$ cat src/rtl/seg7_scanner.sv
// Multiplexed seven-segment scanner: one digit is lit per scan step. A frame's value,
// decimal points and blanking mode are latched in shadow registers when the scan wraps.
module seg7_scanner #(
  parameter int NUM_DIGITS       = 4,     // legal range 2..8
  parameter bit DIGIT_ACTIVE_LOW = 1'b1,
  parameter bit SEG_ACTIVE_LOW   = 1'b1
) (
  input  logic                    clock,
  input  logic                    reset,
  input  logic                    d_clock,
  input  logic                    enable,
  input  logic [4*NUM_DIGITS-1:0] value,
  input  logic [NUM_DIGITS-1:0]   dp,
  input  logic                    blank_lz,
  output logic [NUM_DIGITS-1:0]   anode,
  output logic [6:0]              segment,
  output logic                    dp_out,
  output logic                    frame_start
);

  localparam int IDX_W = $clog2(NUM_DIGITS);
  localparam logic [IDX_W-1:0]      LAST_IDX  = IDX_W'(NUM_DIGITS - 1);
  localparam logic [NUM_DIGITS-1:0] ANODE_OFF = {NUM_DIGITS{DIGIT_ACTIVE_LOW}};
  localparam logic [6:0]            SEG_OFF   = {7{SEG_ACTIVE_LOW}};

  // sync_q[0] and sync_q[1] resynchronise d_clock; sync_q[2] is the history flop.
  logic [2:0]              sync_q;
  logic                    step;
  logic [IDX_W-1:0]        index_q, index_d;
  logic [4*NUM_DIGITS-1:0] value_q, value_d;
  logic [NUM_DIGITS-1:0]   dp_q, dp_d;
  logic                    blank_lz_q, blank_lz_d;
  logic                    frame_q, frame_d;
  logic [NUM_DIGITS-1:0]   anode_q, anode_d;
  logic [6:0]              segment_q, segment_d;
  logic                    dp_out_q, dp_out_d;

  logic [3:0]              cur_nib;
  logic                    cur_dp;
  logic                    cur_zero_above;
  logic                    lit;

  assign step = sync_q[1] & ~sync_q[2];

  function automatic logic [6:0] hex_decode(input logic [3:0] nib);
    case (nib)
      4'h0:    hex_decode = 7'h3F;
      4'h1:    hex_decode = 7'h06;
      4'h2:    hex_decode = 7'h5B;
      4'h3:    hex_decode = 7'h4F;
      4'h4:    hex_decode = 7'h66;
      4'h5:    hex_decode = 7'h6D;
      4'h6:    hex_decode = 7'h7D;
      4'h7:    hex_decode = 7'h07;
      4'h8:    hex_decode = 7'h7F;
      4'h9:    hex_decode = 7'h6F;
      4'hA:    hex_decode = 7'h77;
      4'hB:    hex_decode = 7'h7C;
      4'hC:    hex_decode = 7'h39;
      4'hD:    hex_decode = 7'h5E;
      4'hE:    hex_decode = 7'h79;
      default: hex_decode = 7'h71;
    endcase
  endfunction

  // Scan index and shadow capture; the shadows only change when the scan wraps.
  always_comb begin
    // NOTE: every variable driven here gets a default first, so no path leaves one unassigned and no latch is inferred.
    index_d    = index_q;
    value_d    = value_q;
    dp_d       = dp_q;
    blank_lz_d = blank_lz_q;
    frame_d    = 1'b0;
    if (step && enable) begin
      if (index_q == LAST_IDX) begin
        index_d    = '0;
        value_d    = value;
        dp_d       = dp;
        blank_lz_d = blank_lz;
        frame_d    = 1'b1;
      end else begin
        index_d = index_q + 1'b1;
      end
    end
  end

  // Drive for the selected digit, taken purely from the shadow registers.
  always_comb begin
    cur_nib        = '0;
    cur_dp         = 1'b0;
    cur_zero_above = 1'b0;
    for (int i = 0; i < NUM_DIGITS; i++) begin
      if (index_q == IDX_W'(i)) begin
        cur_nib        = value_q[4*i +: 4];
        cur_dp         = dp_q[i];
        cur_zero_above = ((value_q >> (4*i)) == '0);
      end
    end
    lit       = enable & ~(blank_lz_q & (index_q != '0) & cur_zero_above);
    anode_d   = lit ? ((NUM_DIGITS'(1) << index_q) ^ ANODE_OFF) : ANODE_OFF;
    segment_d = (lit ? hex_decode(cur_nib) : 7'h00) ^ SEG_OFF;
    dp_out_d  = (lit & cur_dp) ^ SEG_ACTIVE_LOW;
  end

  always_ff @(posedge clock) begin
    // NOTE: state is updated with non-blocking assignments so every flop samples pre-edge values.
    if (reset) begin
      sync_q     <= '0;
      index_q    <= LAST_IDX;
      value_q    <= '0;
      dp_q       <= '0;
      blank_lz_q <= 1'b0;
      frame_q    <= 1'b0;
      anode_q    <= ANODE_OFF;
      segment_q  <= SEG_OFF;
      dp_out_q   <= SEG_ACTIVE_LOW;
    end else begin
      sync_q     <= {sync_q[1:0], d_clock};
      index_q    <= index_d;
      value_q    <= value_d;
      dp_q       <= dp_d;
      blank_lz_q <= blank_lz_d;
      frame_q    <= frame_d;
      anode_q    <= anode_d;
      segment_q  <= segment_d;
      dp_out_q   <= dp_out_d;
    end
  end

  assign anode       = anode_q;
  assign segment     = segment_q;
  assign dp_out      = dp_out_q;
  assign frame_start = frame_q;

endmodule
$ cat config.mk
export PLATFORM = sky130hd
export DESIGN_NAME = seg7_scanner
export DESIGN_NICKNAME = d
export VERILOG_FILES = /design/src/rtl/seg7_scanner.sv
export SDC_FILE = /design/constraint.sdc
export NUM_CORES = 1
export LEC_CHECK = 0
export CAP_MARGIN = 20
export CORE_ASPECT_RATIO = 1.75
export CORE_UTILIZATION = 30
export DETAILED_ROUTE_END_ITERATION = 7
export PLACE_DENSITY = 0.56
export SLEW_MARGIN = 10
export SYNTH_ARGS = -nofsm -noshare
export SYNTH_HDL_FRONTEND = slang
export SYNTH_SLANG_ARGS = --single-unit
$ cat constraint.sdc
create_clock -name clock -period 5 [get_ports clock]
set_input_delay 0.75 -clock clock [delete_from_list [all_inputs] [get_ports clock]]
set_output_delay 0.75 -clock clock [all_outputs]
set_load 0.03 [all_outputs]
Word-level counts from Yosys, hierarchy flattened

Memories as Yosys holds them, arrays and structs flattened.
Cells that the tools add are included.

Register bits: 39
ROM bits: 112
Input bits: 25
Output and inout port bits: 13
Word-level logic and storage cells: 52
Memories: 1

Memories:

| memory           | words | bits a word | read ports | clocked after memory_dff | wr ports | RTL line | text |
|---|---|---|---|---|---|---|---|
| (name not given) | 16    | 7           | 1          | 0                        | 0        | 46       | `case (nib)` |

Add/sub/neg operators: 1
Equal/unequal tests: 3
Shift-type cells: 1
Mux-type cells: 15
Bitwise operators: 12
Reductions and logical operators: 10

Operator list:

| kind                                                 | count |
|---|---|
| logical NOT 16 bit                                   | 4 |
| 2-to-1 mux 4 bit                                     | 4 |
| 2-to-1 mux 1 bit                                     | 9 |
| 2-to-1 mux 7 bit                                     | 1 |
| inverter 7 bit                                       | 1 |
| bitwise AND 1 bit                                    | 5 |
| inverter 1 bit                                       | 5 |
| equality test 2 bit (second input constant)          | 2 |
| inverter 4 bit                                       | 1 |
| OR reduction 2 bit                                   | 2 |
| left shift 1 x 2 -> 4 bit (first input constant)     | 1 |
| adder 2 x 1 -> 2 bit (second input constant)         | 1 |
| equality test 2 x 1 -> 1 bit (second input constant) | 1 |
| logical NOT 2 bit                                    | 1 |
| 2-to-1 mux 2 bit                                     | 1 |
| AND reduction 2 bit                                  | 1 |
| nonzero test 2 bit                                   | 1 |
| logical AND 1 bit                                    | 1 |

Depth between registers and ports, before layout

Gate-level depths: netlist (run 1).

Word-level depth: 10
Depth in mapped cells: 11
Gate-level depth less buffers: 10

Worst setup path after synthesis (run 1)

OpenSTA, ideal clock, no wires.

Kind: register -> register
Start: register index_q[1]
End: register segment_q[5] (netlist: segment[5])
Setup time: 129 ps
Arrival: 2290 ps
Data required time: 4871 ps
Path slack: 2581 ps
Cell stages (with the launch flop): 12
Buffers on the path: 1
Clock period less this slack: 2419 ps
Cell sequence: dfxtp_1 > inv_1 > ha_1 > buf_6 > and2b_2 > a221oi_1 > o31ai_1 > inv_1 > ha_1 > mux2_2 > nand2_1 > o211ai_1

Word-level cells in the longest chain between the ends: 10
Elaborated cells on any way between the ends: 20
Those cells by class: eq/ne (3); mux (9); bitwise (5); reduce/logical (2); memory (1)

RTL lines:

| item                                                        | RTL line | text |
|---|---|---|
| from (decl)                                                 | 29       | `logic [IDX_W-1:0] index_q, index_d;` |
| from (signal assigned)                                      | 119      | `index_q <= index_d;` |
| branches (longest 8 deep; another with memory (16 x 7 bit)) | --       |  |
| 2-to-1 mux 7 bit *                                          | 101      | `segment_d = (lit ? hex_decode(cur_nib) : 7'h00) ^ SEG_OFF;` |
| inverter 7 bit (no source line) *                           | --       |  |
| to (signal assigned)                                        | 125      | `segment_q <= segment_d;` |
| to (decl)                                                   | 35       | `logic [6:0] segment_q, segment_d;` |

Mark *: on every way between the ends.
A chain may end at the register's enable or synchronous reset.

Final worst setup path (run 1)

Ends and elaborated chain as after synthesis.

==> reports/results.tsv, run 1 <==
metric	value	unit
outcome	complete, no violations	
gp_congestion	0.836	
io-pin-count	38	
fmax	357	MHz
hp-class	register to register	
layout_common_cells	nand2_1 (57), dfxtp_1 (39), clkdlybuf4s50_1 (37)	
grt-ovfl-total	0	
finalCriticalPeriod	2800	ps
cts_made_buffers	5	
drive_above_1_share	0.0782	
cts_buffer_depth	2	
grt_antenna_before_repair	0	
drt-total-wl	3.79	mm
timing.final.ws_setup	2200	ps
fp.coreArea	5830	um2
fillers	641	
r2r_cells	10	
path_max_fanout	12	
grt_start_max_net_pins	29	
maxCapViolCount	0	
synth-seq-cells	39	
ir_worst_vdd	0.172	mV
p_leak	0.899	nW
clk_pin_slew	70	ps
fp.dieH	105	um
ys_warn_count	0	
required	5170	ps
viasPerCell	4.56	
grt_usage	0.137	
multiInputGateArea	922	um2
htree_levels	2	
pre_cts_ws	2270	ps
seq_area	781	um2
drc	0	
final_common_cell	nand2_1	
clock_sinks	39	
synthesis.area	1810	um2
antennaDiodeCount	0	
tightest_slew	716	ps
whs_path_depth	1	
cp.arrival	2970	ps
slew_viol_final	0	
drt_first_pass_iters	4	
grt_pass1_wl	6.54	mm
crit_path_start_kind	register	
ys_seq_area_frac	0.431	
r2r_end	segment[5]	
routedWlPerCell	11.8	um
vias	1464	
yosysUniqueCellTypes	34	
cts_tree	built	
cellPowerDensity	272	nW/um2
finalHoldWorstSlack	431	ps
drt-initial-drc-count	35	
rrSetupSlack	2200	ps
tns	0	ps
r2r-start	index_q[1]	
crit_start	index_q[1]	
fin_nets	278	
cts_resized	0	
insertion_delay	280	ps
initial_core_util	0.310	
layout_worst_path_cycle_share	0.560	
syn-num-nets	244	
cts-root-buf	clkbuf_8	
worstSetupPathType	register to register	
skew	4.37	ps
post_cts_buffers	0	
grt_pass1_vias	1395	
area.growth.synth_to_final	28.1	%
final-setup-viol-count	0	
cp-end-kind	register	
rsz0062_at_grt	false	
report.final.hold_viol_count	0	
place_hpwl	2.85	mm
portBuffers	37	
slew_headroom	0.522	
crit_path_end	segment[5]	
cts_hold_buffers	0	
syn-instance-count	209	
die_w	60.7	um
ant_nets	0	
avgSynthCellArea	8.66	um2
rows	37	
dieArea	6360	um2
hp-start	sync_q[0]	
## cell usage after synthesis, drive strengths merged
master	n	area share
nor4	3	0.010
nand3	1	0.0028
a211o	1	0.0048
buf	6	0.024
a211oi	3	0.012
nor2b	4	0.014
a311oi	1	0.0048
nor2	4	0.0083
clkbuf	7	0.015
a21oi	26	0.072
o21ai	4	0.011
nor3	1	0.0028
a221oi	4	0.039
o2bb2ai	1	0.0048
or2	2	0.0069
mux2i	3	0.017
o211ai	3	0.012
ha	10	0.069
nand2	57	0.12
nor4b	1	0.0048
nor3b	3	0.012
nand2b	3	0.010
nand3b	5	0.035
o31ai	1	0.0041
inv	10	0.021
mux2	3	0.019
dfxtp	39	0.43
and2b	1	0.0048
o221ai	2	0.0097
## through the flow
step	power [mW]	utilization	std cells	cell area, um2
floorplan	0.389	-	209	1810
global placement	0.426	0.382	314	2230
detailed placement	0.427	0.382	314	2230
CTS	0.637	0.397	321	2320
global route	0.662	0.397	321	2320
finish	0.630	0.397	321	2320
## cell families (layout without fill, tap and decap cells)
group           after synthesis  count (layout)  synth area share
compound gates               46              46             0.175
flops                        39              39             0.431
mux                           6               6            0.0352
simple gates                 85              85             0.230
buf+inv                      23              57            0.0594
fa+ha+maj                    10              10            0.0691
## flip-flops by register name (all words and copies together), names as in the netlist
| register | cells |
|---|---|
| value_q | 16 |
| dp_q | 4 |
| dp_out | 1 |
| anode | 4 |
| blank_lz_q | 1 |
| sync_q | 3 |
| index_q | 2 |
| segment | 7 |
| frame_start | 1 |
## final cells by class
cell class / instances / area share
clock inverters: 1 / 0.00216
inverters: 10 / 0.0162
multi-input cells: 147 / 0.398
well taps: 78 / 0.0421
clock buffers: 6 / 0.0356
flip-flops and latches: 39 / 0.337
repair buffers: 40 / 0.169
## worst min-delay path by stage
| stage | end | slack, ps |
|---|---|---|
| 2_1_floorplan | sync_q[1] | 410 |
| 3_3_place_gp | sync_q[1] | 420 |
| 3_5_place_dp | sync_q[1] | 430 |
| 4_1_cts | sync_q[1] | 440 |
| 5_1_grt | sync_q[1] | 460 |
| 6_report | sync_q[1] | 430 |
## power by group
group	total, mW	leakage [nW]	switching [mW]	internal (mW)
combinational	0.0939	0.534	0.0469	0.0469
sequential	0.325	0.318	0.00475	0.321
clock	0.211	0.0470	0.102	0.108
## routing by layer
| metal | track usage | vias to the layer above | routed length (um) |
|---|---|---|---|
| met2 | 0.242 | 27 | 2070 |
| li1 | - | 768 | - |
| met1 | 0.152 | 663 | 1560 |
| met5 | 0 | - | 0 |
| met4 | 0.0584 | 0 | 76 |
| met3 | 0.0260 | 6 | 85 |
## worst max-delay path: stages (launching register included)
cell and delay (ps):
dfxtp_1 370, inv_1 90, ha_1 320, and2b_2 260
a221oi_1 70, o31ai_1 600, inv_1 220, ha_1 320
mux2_2 280, nand2_1 70, o211ai_1 80
Power figures use the tool's default switching activity.
==> run 2: changes to the inputs <==
==> constraint.sdc (replaced) <==
create_clock -name clock -period 2.89 [get_ports clock]
set_input_delay 0.4335 -clock clock [delete_from_list [all_inputs] [get_ports clock]]
set_output_delay 0.4335 -clock clock [all_outputs]
set_load 0.03 [all_outputs]
==> run 2 against run 1 <==
Cell count grew 2.2%. Sequential share of layout area shrank 0.82 points. Register-to-register slack got worse by 1700 ps. Largest cell class unchanged. Sequential power rose by 73%. Clock-buffer cell count increased by 2. Design area rose by 2.5%. Worst hold slack gained 17 ps. First-iteration DRC count increased by 37%. Maximum frequency grew 18%. Wire length grew 6.9%. Sequential cell count did not move.
==> reports/results.tsv, run 2 (synthesized netlist as in run 1, its figures left out) <==
metric	value	unit
outcome	complete, no violations	
cts-root-buf	clkbuf_8	
cts_made_buffers	5	
grt_start_max_net_pins	28	
tns	0	ps
hp-class	register to register	
required	3060	ps
viasPerCell	4.60	
final_area	2380	um2
htree_levels	2	
cts_buffer_depth	2	
grt_antenna_before_repair	0	
portBuffers	37	
fp.dieH	105	um
grt_usage	0.144	
fin_nets	284	
cts_hold_buffers	0	
p_sw_frac	0.244	
path_max_fanout	8	
cp_num_buf_inv	2	
fin_total_pwr	1.14	mW
cts_tree	built	
slowest_delay	440	ps
layout_worst_path_cycle_share	0.824	
drc	0	
layout_common_cells	nand2_1 (57), dfxtp_1 (39), clkdlybuf4s50_1 (37)	
grt_pass1_wl	6.79	mm
cts_resized	0	
crit_path_start_kind	register	
ir_worst_vdd	0.211	mV
crit_slowest_cell	ha_1	
grt_pass1_vias	1517	
drive_above_1_share	0.100	
antennaDiodeCount	0	
tightest_slew	525	ps
cp-end-kind	register	
fmax	420	MHz
cellPowerDensity	478	nW/um2
drt_first_pass_iters	4	
area.growth.synth_to_final	31.2	%
seq_power_share	0.496	
die_w	60.7	um
place_hpwl	3.09	mm
p_comb_frac	0.150	
clkPwrFrac	0.354	
dieArea	6360	um2
finalNonFillerCells	328	
rows	37	
p_leak	0.933	nW
skew	4.40	ps
initial_core_util	0.310	
vias	1510	
io-pin-count	38	
ant_nets	0	
dpl_cell_area	2270	um2
gp_congestion	0.799	
regMostFlops	value_q	
drt-initial-drc-count	48	
placed_cells_incl_taps	319	
largest_reg_flops	16	
crit_path_cell_trace	inv_1 -> ha_1 -> a221oi_1 -> o31ai_1 -> inv_1 -> ha_1 -> mux2_2 -> nand2_1 -> o211ai_1	
routedWlPerCell	12.4	um
grt-ovfl-total	0	
final-setup-viol-count	0	
slew_headroom	0.650	
report.final.hold_viol_count	0	
drt-total-wl	4.06	mm
clock_sinks	39	
p_switching	277	uW
final_common_cell	nand2_1	
fp.coreArea	5830	um2
maxCapViolCount	0	
critical_path.top_delay_family	adder cells	
post_cts_buffers	0	
p_int	859	uW
rsz0062_at_grt	false	
slew_viol_final	0	
insertion_delay	290	ps
cp.arrival	2550	ps
rrSetupSlack	510	ps
finalCriticalPeriod	2380	ps
clk_pin_slew	70	ps
worstSetupPathType	register to register	
-- run 2: cell types whose count changed in the layout (fill, tap and decap cells not counted), sizes merged --
cell    change
clkinv      -1
clkbuf      +2
buf         +6
-- run 2: per-layer routing --
| layer | wire length [um] | vias to the layer above | track usage | part of all wire |
|---|---|---|---|---|
| met5 | 0 | - | 0 | 0 |
| li1 | - | 784 | - | - |
| met3 | 98 | 6 | 0.0272 | 0.024 |
| met2 | 2280 | 31 | 0.262 | 0.56 |
| met4 | 89 | 0 | 0.0747 | 0.022 |
| met1 | 1590 | 689 | 0.146 | 0.39 |
-- run 2: final timing paths --
check	depth (start not counted)	endpoint	start
min	1	sync_q[1]	sync_q[0]
max reg2reg	9	segment[5]	index_q[0]
min reg2reg	1	sync_q[1]	sync_q[0]
max	9	segment[5]	index_q[0]
-- run 2: cell type report --
type	instances	area, um2
Clock buffer	8	100
Fill cell	639	3460
Inverter	10	37.5
Multi-Input combinational cell	147	922
Sequential cell	39	781
Tap cell	78	97.6
Timing Repair Buffer	46	438
-- run 2: power by group through the flow --
stage	Combinational, mW	Sequential (mW)	Clock (mW)
finish	0.170	0.563	0.402
detailed placement	0.170	0.576	0
global route	0.188	0.565	0.433
global placement	0.169	0.576	0
CTS	0.171	0.563	0.410
floorplan	0.0813	0.592	0
-- run 2: metrics by stage --
| step | hold WS, ps | util | setup slack (ps) |
|---|---|---|---|
| final | 448 | 0.407 | 510 |
| after CTS | 455 | 0.406 | 501 |
| after floorplan | 414 | - | 471 |
| after global routing | 480 | 0.407 | 285 |
| after detailed placement | 437 | 0.389 | 511 |
| after global placement | 419 | 0.389 | 542 |
